--- src/rtl/add_sequencer.sv ---
// Multi-cycle wide-word adder: drives one external 4-bit adder nibble by nibble, LSB first.
// Optional subtract support is compiled in when ADD_SEQ_SUB_EN is defined.
module add_sequencer #(
  parameter int NIBBLES = 4
) (
  input  logic                   clk,
  input  logic                   rst,
  input  logic                   start,
  input  logic [4*NIBBLES-1:0]   A,
  input  logic [4*NIBBLES-1:0]   B,
  input  logic                   CarryIN,
  input  logic                   SUB,
  output logic [3:0]             ADD_A,
  output logic [3:0]             ADD_B,
  output logic                   ADD_CIN,
  input  logic [3:0]             ADD_Y,
  input  logic                   ADD_COUT,
  input  logic                   ADD_OVF,
  output logic                   busy,
  output logic                   done,
  output logic [4*NIBBLES-1:0]   RESULT,
  output logic                   CarryOUT,
  output logic                   overflow,
  output logic                   zero,
  output logic [1:0]             dbgState
);
  localparam int W  = 4 * NIBBLES;
  localparam int IW = (NIBBLES > 1) ? $clog2(NIBBLES) : 1;

  // Handshake: start is accepted on any edge where the FSM is not in RUN
  // (IDLE or DONE); operands are latched on that same edge and never again until done.
  typedef enum logic [1:0] {IDLE = 2'd0, RUN = 2'd1, DONE = 2'd2} state_t;

  state_t         state, stateNext;
  logic [W-1:0]   opA, opB, acc, sumWord;
  logic [IW-1:0]  idx;
  logic           carry;
  logic           accept, lastNib, initCarry;
  logic [3:0]     nibA, nibB;

`ifdef ADD_SEQ_SUB_EN
  logic subReg;
  assign initCarry = SUB ? 1'b1 : CarryIN;
`else
  logic unusedSub;
  assign unusedSub = SUB;
  assign initCarry = CarryIN;
`endif

  assign accept   = start && (state != RUN);
  assign lastNib  = (idx == IW'(NIBBLES - 1));
  assign busy     = (state == RUN);
  assign done     = (state == DONE);
  assign dbgState = state;

  always_comb begin
    stateNext = state;
    case (state)
      IDLE:    if (start) stateNext = RUN;
      RUN:     if (lastNib) stateNext = DONE;
      DONE:    stateNext = start ? RUN : IDLE;
      default: stateNext = IDLE;
    endcase
  end

  // Nibble select for the adder and the accumulator image including this cycle's sum.
  always_comb begin
    nibA    = 4'd0;
    nibB    = 4'd0;
    sumWord = acc;
    for (int i = 0; i < NIBBLES; i++) begin
      if (idx == IW'(i)) begin
        nibA = opA[i*4 +: 4];
        nibB = opB[i*4 +: 4];
        sumWord[i*4 +: 4] = ADD_Y;
      end
    end
  end

  always_comb begin
    ADD_A   = 4'd0;
    ADD_B   = 4'd0;
    ADD_CIN = 1'b0;
    if (state == RUN) begin
      ADD_A   = nibA;
`ifdef ADD_SEQ_SUB_EN
      ADD_B   = subReg ? ~nibB : nibB;
`else
      ADD_B   = nibB;
`endif
      ADD_CIN = carry;
    end
  end

  always_ff @(posedge clk) begin
    if (rst) begin
      state    <= IDLE;
      idx      <= '0;
      carry    <= 1'b0;
      opA      <= '0;
      opB      <= '0;
      acc      <= '0;
      RESULT   <= '0;
      CarryOUT <= 1'b0;
      overflow <= 1'b0;
      zero     <= 1'b0;
`ifdef ADD_SEQ_SUB_EN
      subReg   <= 1'b0;
`endif
    end else begin
      state <= stateNext;
      if (accept) begin
        opA   <= A;
        opB   <= B;
        idx   <= '0;
        carry <= initCarry;
`ifdef ADD_SEQ_SUB_EN
        subReg <= SUB;
`endif
      end else if (state == RUN) begin
        acc   <= sumWord;
        carry <= ADD_COUT;
        idx   <= idx + IW'(1);
        if (lastNib) begin
          RESULT   <= sumWord;
          CarryOUT <= ADD_COUT;
          overflow <= ADD_OVF;
          zero     <= (sumWord == '0);
        end
      end
    end
  end
endmodule

--- config.mk ---
export PLATFORM = sky130hd
export DESIGN_NAME = add_sequencer
export DESIGN_NICKNAME = d
export VERILOG_FILES = /design/src/rtl/add_sequencer.sv
export SDC_FILE = /design/constraint.sdc
export NUM_CORES = 1
export LEC_CHECK = 0
export ABC_AREA = 1
export CORE_MARGIN = 5
export CORE_UTILIZATION = 52
export DETAILED_ROUTE_END_ITERATION = 10
export PLACE_DENSITY = 0.84
export RECOVER_POWER = 25
export SLEW_MARGIN = 20
export SYNTH_ARGS = -nofsm -noshare
export SYNTH_HDL_FRONTEND = slang
export SYNTH_SLANG_ARGS = --single-unit
--- constraint.sdc ---
create_clock -name clk -period 3.73 [get_ports clk]
set_input_delay 0.5595 -clock clk [delete_from_list [all_inputs] [get_ports clk]]
set_output_delay 0.5595 -clock clk [all_outputs]
set_load 0.01 [all_outputs]
Yosys cells after proc, flatten, opt, wreduce, memory -nomap -nowiden

Cells that the tools add are included.

Add/subtract/negate cells: 1
Equal/unequal tests: 8
Muxes and demuxes: 21
Bitwise operators: 1
Reductions and logical operators: 9

Operator list:

| kind                                                   | count |
|---|---|
| two-way mux 4 bit                                      | 14 |
| zero test 16 bit                                       | 1 |
| == test 2 bit (second input constant)                  | 3 |
| one-hot mux 2 bit (3 select lines)                     | 1 |
| == test 2 x 1 -> 1 bit (second input constant)         | 2 |
| zero test 2 bit                                        | 2 |
| two-way mux 1 bit                                      | 4 |
| two-way mux 2 bit                                      | 2 |
| inequality test 2 x 1 -> 1 bit (second input constant) | 2 |
| AND reduction 2 bit                                    | 2 |
| AND reduction 3 bit                                    | 1 |
| adder 2 x 1 -> 2 bit (second input constant)           | 1 |
| inequality test 2 bit (second input constant)          | 1 |
| nonzero test 2 bit                                     | 1 |
| OR reduction 2 bit                                     | 1 |
| logical AND 1 bit                                      | 1 |
| inverter 1 bit                                         | 1 |

Bits in registers: 72
Output and inout port bits: 32
Logic and storage cells: 50

Longest topological paths before layout

Depth in word-level cells: 6
Mapped depth: 11
Gate-level depth less buffers: 10

Worst setup path after synthesis

OpenSTA, ideal clock, no wires.

Path kind: register to output
Start point: register idx[0]
End point: output ADD_A[0]
Data arrival time: 1.207 ns
Required time: 3.171 ns
Slack: 1.964 ns
Cell stages (with the launch flop): 7
Path buffers: 1
Cells stage by stage: dfxtp_1 inv_1 ha_1 inv_1 clkbuf_1 o211ai_1 nand2_1

Word-level cells in the longest chain between the ends: 6
Elaborated cells on any way between the ends: 9

Ends and longest elaborated chain:

| element                        | line | text |
|---|---|---|
| start: declaration             | 36   | `logic [IW-1:0] idx;` |
| start signal: assignment       | 123  | `idx <= idx + IW'(1);` |
| zero test 2 bit                | 72   | `if (idx == IW'(i)) begin` |
| two-way mux 4 bit (3 in a row) | 72   |  |
| two-way mux 4 bit *            | 72   |  |
| two-way mux 4 bit *            | 84   | `if (state == RUN) begin` |
| end: declaration               | 13   | `output logic [3:0] ADD_A,` |

Every way passes the cells marked *; elsewhere a longest branch is shown, timed or not.

Final worst setup path

Start point: register idx[1]
End point: output ADD_A[3]

The elaborated chain is that of the path after synthesis.

==> impl_summary.md <==
Critical path
The critical path's slowest cell is clkdlybuf4s50_1. The worst setup path is captured at an output port. The kind of critical path is flip-flop to output port.

The arrival time reported for the critical path endpoint is 2.51 ns. The beginning of the worst register-to-register path is dbgState[0]. Counting cells, the worst reg-to-reg path comes to 6. The required arrival time at the worst endpoint is approximately 3.2 ns. Of all nets on the critical path, the largest fanout is 13. The worst setup path is launched from a flip-flop. Walking the worst path, the cells encountered are inv_1 > ha_1 > inv_1 > nand3_1 > nand2_1 > o211ai_1 > nand2_1 > clkdlybuf4s50_1. The setup check on the worst reg-to-reg path leaves a slack of 1.36 ns. The endpoint identified for the worst register-to-register timing path is idx[1]. On the worst path, the slowest cell contributes a delay of approximately 0.54 ns.

Logic synthesis
The biggest area consumer among synthesized cells is dfxtp_1. The average instance area after synthesis is 7.27 um^2. The most repeated cell in the gate-level netlist after synthesis is nand2_1. Sorting the synthesized cells by area gives the leading types as dfxtp_1, o21ai_0, nand2_1.

Of the post-synthesis cell area, the dominant cell type holds 0.481. The most used flip-flop cell after synthesis is dfxtp_1. The distinct cell type count after synthesis is 25. Of the synthesized area, sequential elements account for 0.481. For this run, asynchronously set or reset flops after synthesis account for 0.

The number of nets handed over by synthesis was 453. The number of enable-type register cells in the synthesized netlist is 0. The commonest cells after synthesis are nand2_1, nor2_1, dfxtp_1.

The instance count of the mapped netlist is 406. The post-synth design cell area is 2950 um^2. Synthesis inferred 71 register bits. The total number of yosys warnings is 0.

Global route
The initial antenna violation count came to 0. The number of global-route vias before repair was approximately 2700. After global routing the overflow that remains totals 0. Entering global routing, the biggest net connects between 40 and 50 pins. Across every metal layer, demand over resource in global routing totals 0.205.

The first global-routing pass estimated ~12 mm of wire.

Worst hold path
The worst hold endpoint is zero. The startpoint identified for the worst hold timing path is zero. The worst hold path passes through 2 cells.

The worst hold path belongs to the class flip-flop to flip-flop.

Cells and area
The area used by multi-input combinational logic is around 1300 um^2. In the final layout, the share of cells above drive strength 1 is 0.0462. The sequential cell area in the final layout is around 1400 um^2.

The repair_antennas step left the layout with diodes totalling 0. Fill cells in the final layout number between 400 and 500. The non-filler instance count after layout is approximately 550.

From synthesis to final layout, the design area changed by 30.6%. At the end of the flow, the number of nets in the layout was approximately 520.

Floorplan
The die covers approximately 7300 um^2. between 70 and 80 I/O pins were placed. The core area is 5510 um^2.

The effective utilization at floorplan is 0.536. The floorplan step set the die width to 85.4 um. The row count is 27. The overall die height is ~85 um.

Pwr
VDD sags by at most ~0.22 mV. The ratio of total power to cell area is between 400 and 500 nW/um^2. The overall power is between 1.5 and 2 mW. In this run the static leakage power is about 1.6 nW.

STA
Counting I/O delays and the setup requirement, the final critical path takes roughly 3.1 ns. The worst path meets setup with around 0.66 ns of slack. The total negative slack for setup checks is 0 ns. The slew of the pin with the lowest slew margin is about 1.1 ns. Clock skew on the completed layout was measured at about 0.0046 ns. The fmax is 0.326 GHz.

The count of final setup violators is 0. In the finished design, the share of the clock period the worst path needs comes to 0.822. The headroom to the max-slew limit is 0.274. Setup repair after global routing left no endpoint under its margin. The final hold violation count is 0. The number of max-slew violations in the final report is 0.

Job
Max-cap violations in this run came to 0.

Clocking
Clock latency on the worst-skew pair, taken at its later pin, is 0.34 ns. In this run the number of H-tree levels came out at 3. The count of cells resized by post-cts repair is 0.

The clock transition at the registers of the reported paths is roughly 0.07 ns. The TritonCTS clock tree is yes. For this design, the CTS-stage hold fixing added 0 buffers. The clock drives between 70 and 80 sinks. The clock tree root driver cell is clkbuf_8. The number of buffers inserted by post-CTS setup repair is 0.

The clock passes through at most 2 buffers. In this run, CTS created clock tree buffers numbering 9.

Routing
The routed design has between 7 and 8 mm of wire. The remaining antenna violation count after routing is 0. The DRC violation total after the first TritonRoute iteration is approximately 170.

For this run, the detailed router's first-pass iteration total came to 4. The detailed-route vias per instance is approximately 5. The remaining design rule violation count is 0. Dividing the detail-routed wire length by the instance count gives between 10 and 15 um. Summing over every cut layer, the via total after detailed routing is approximately 2800.

Placement
The congestion estimate from routability-driven global placement came to just over 0.8. The half-perimeter wire length after detailed placement is just over 5 mm. The count of port buffers added during placement is 73. Timing analysis after detailed placement gives a worst setup slack of about 1.1 ns.

The number of cells in the design after placement is roughly 530.

Status
The flow ran to the end, and the final reports show no timing, DRC or antenna violations.
==> worst max-delay path by stage <==
stage                start  cells past startpoint  endpoint
global route        idx[1]                      8  ADD_A[3]
floorplan           idx[0]                      6  ADD_A[0]
detailed placement  idx[1]                      8  ADD_A[3]
CTS                 idx[1]                      8  ADD_A[3]
finish              idx[1]                      8  ADD_A[3]
global placement    idx[1]                      8  ADD_A[3]
==> metal layers <==
layer / track usage / share of wire / vias to the layer above
li1: - / - / 1439
met1: 0.231 / 0.41 / 1230
met2: 0.354 / 0.50 / 81
met3: 0.0427 / 0.066 / 16
met4: 0.121 / 0.024 / 0
met5: 0 / 0 / -
==> report_power, final <==
group          internal [mW]  leakage [nW]  total, mW  switching [mW]
logic                  0.101         0.945      0.227           0.125
registers              0.802         0.582      0.825          0.0233
clock network          0.306        0.0960      0.591           0.285
==> registers in the layout, summed over array words and instances (netlist names) <==
signal	flops
CarryOUT	1
RESULT	16
acc	15
carry	1
dbgState	2
idx	2
opA	16
opB	16
overflow	1
zero	1
==> kinds of logic after synthesis <==
family | count (synthesis) | share of synthesized area
and+or+nand+nor | 176 | 0.238
adders and majority gates | 4 | 0.0169
buffers and inverters | 52 | 0.0771
DFF | 71 | 0.481
AOI/OAI and AO/OA | 102 | 0.184
xor gates and xnor gates | 1 | 0.00297
==> cell usage in the layout, fill, tap and decap left out, drive strengths merged <==
| master | count |
|---|---|
| clkinvlp | 2 |
| a22o | 2 |
| dlygate4sd3 | 1 |
| a21oi | 22 |
| a211oi | 1 |
| bufinv | 1 |
| clkinv | 4 |
| nand2 | 86 |
| o22ai | 2 |
| o211ai | 8 |
| ha | 4 |
| clkdlybuf4s50 | 72 |
| xor2 | 1 |
| nor2 | 77 |
| clkbuf | 10 |
| nor3 | 1 |
| o21ai | 67 |
| inv | 30 |
| buf | 2 |
| dfxtp | 71 |
| nand3 | 12 |
==> critical path, delay by kind of cell, from the launching register on <==
kind                       cells  cell delay (ns)
buffers and inverters          3             0.99
DFF                            1             0.39
and+or+nand+nor                3             0.34
adders and majority gates      1             0.34
AOI/OAI and AO/OA              1             0.09
==> layout make-up <==
type / count / share of cell area
flip-flops and latches: 71 / 0.368
multi-input cells: 283 / 0.335
repair buffers: 75 / 0.193
clock inverters: 6 / 0.0159
inverters: 31 / 0.0305
well taps: 72 / 0.0234
clock buffers: 10 / 0.0331
==> through the flow <==
step,utilization,cell area (um^2),hold slack (ns)
final,0.701,3860,0.454
after CTS,0.703,3870,0.453
after detailed placement,0.668,3680,0.439
after global placement,0.668,3680,0.437
after global routing,0.701,3860,0.488
after floorplan,-,2950,0.429
No activity file was read; power rests on OpenSTA's default activity.
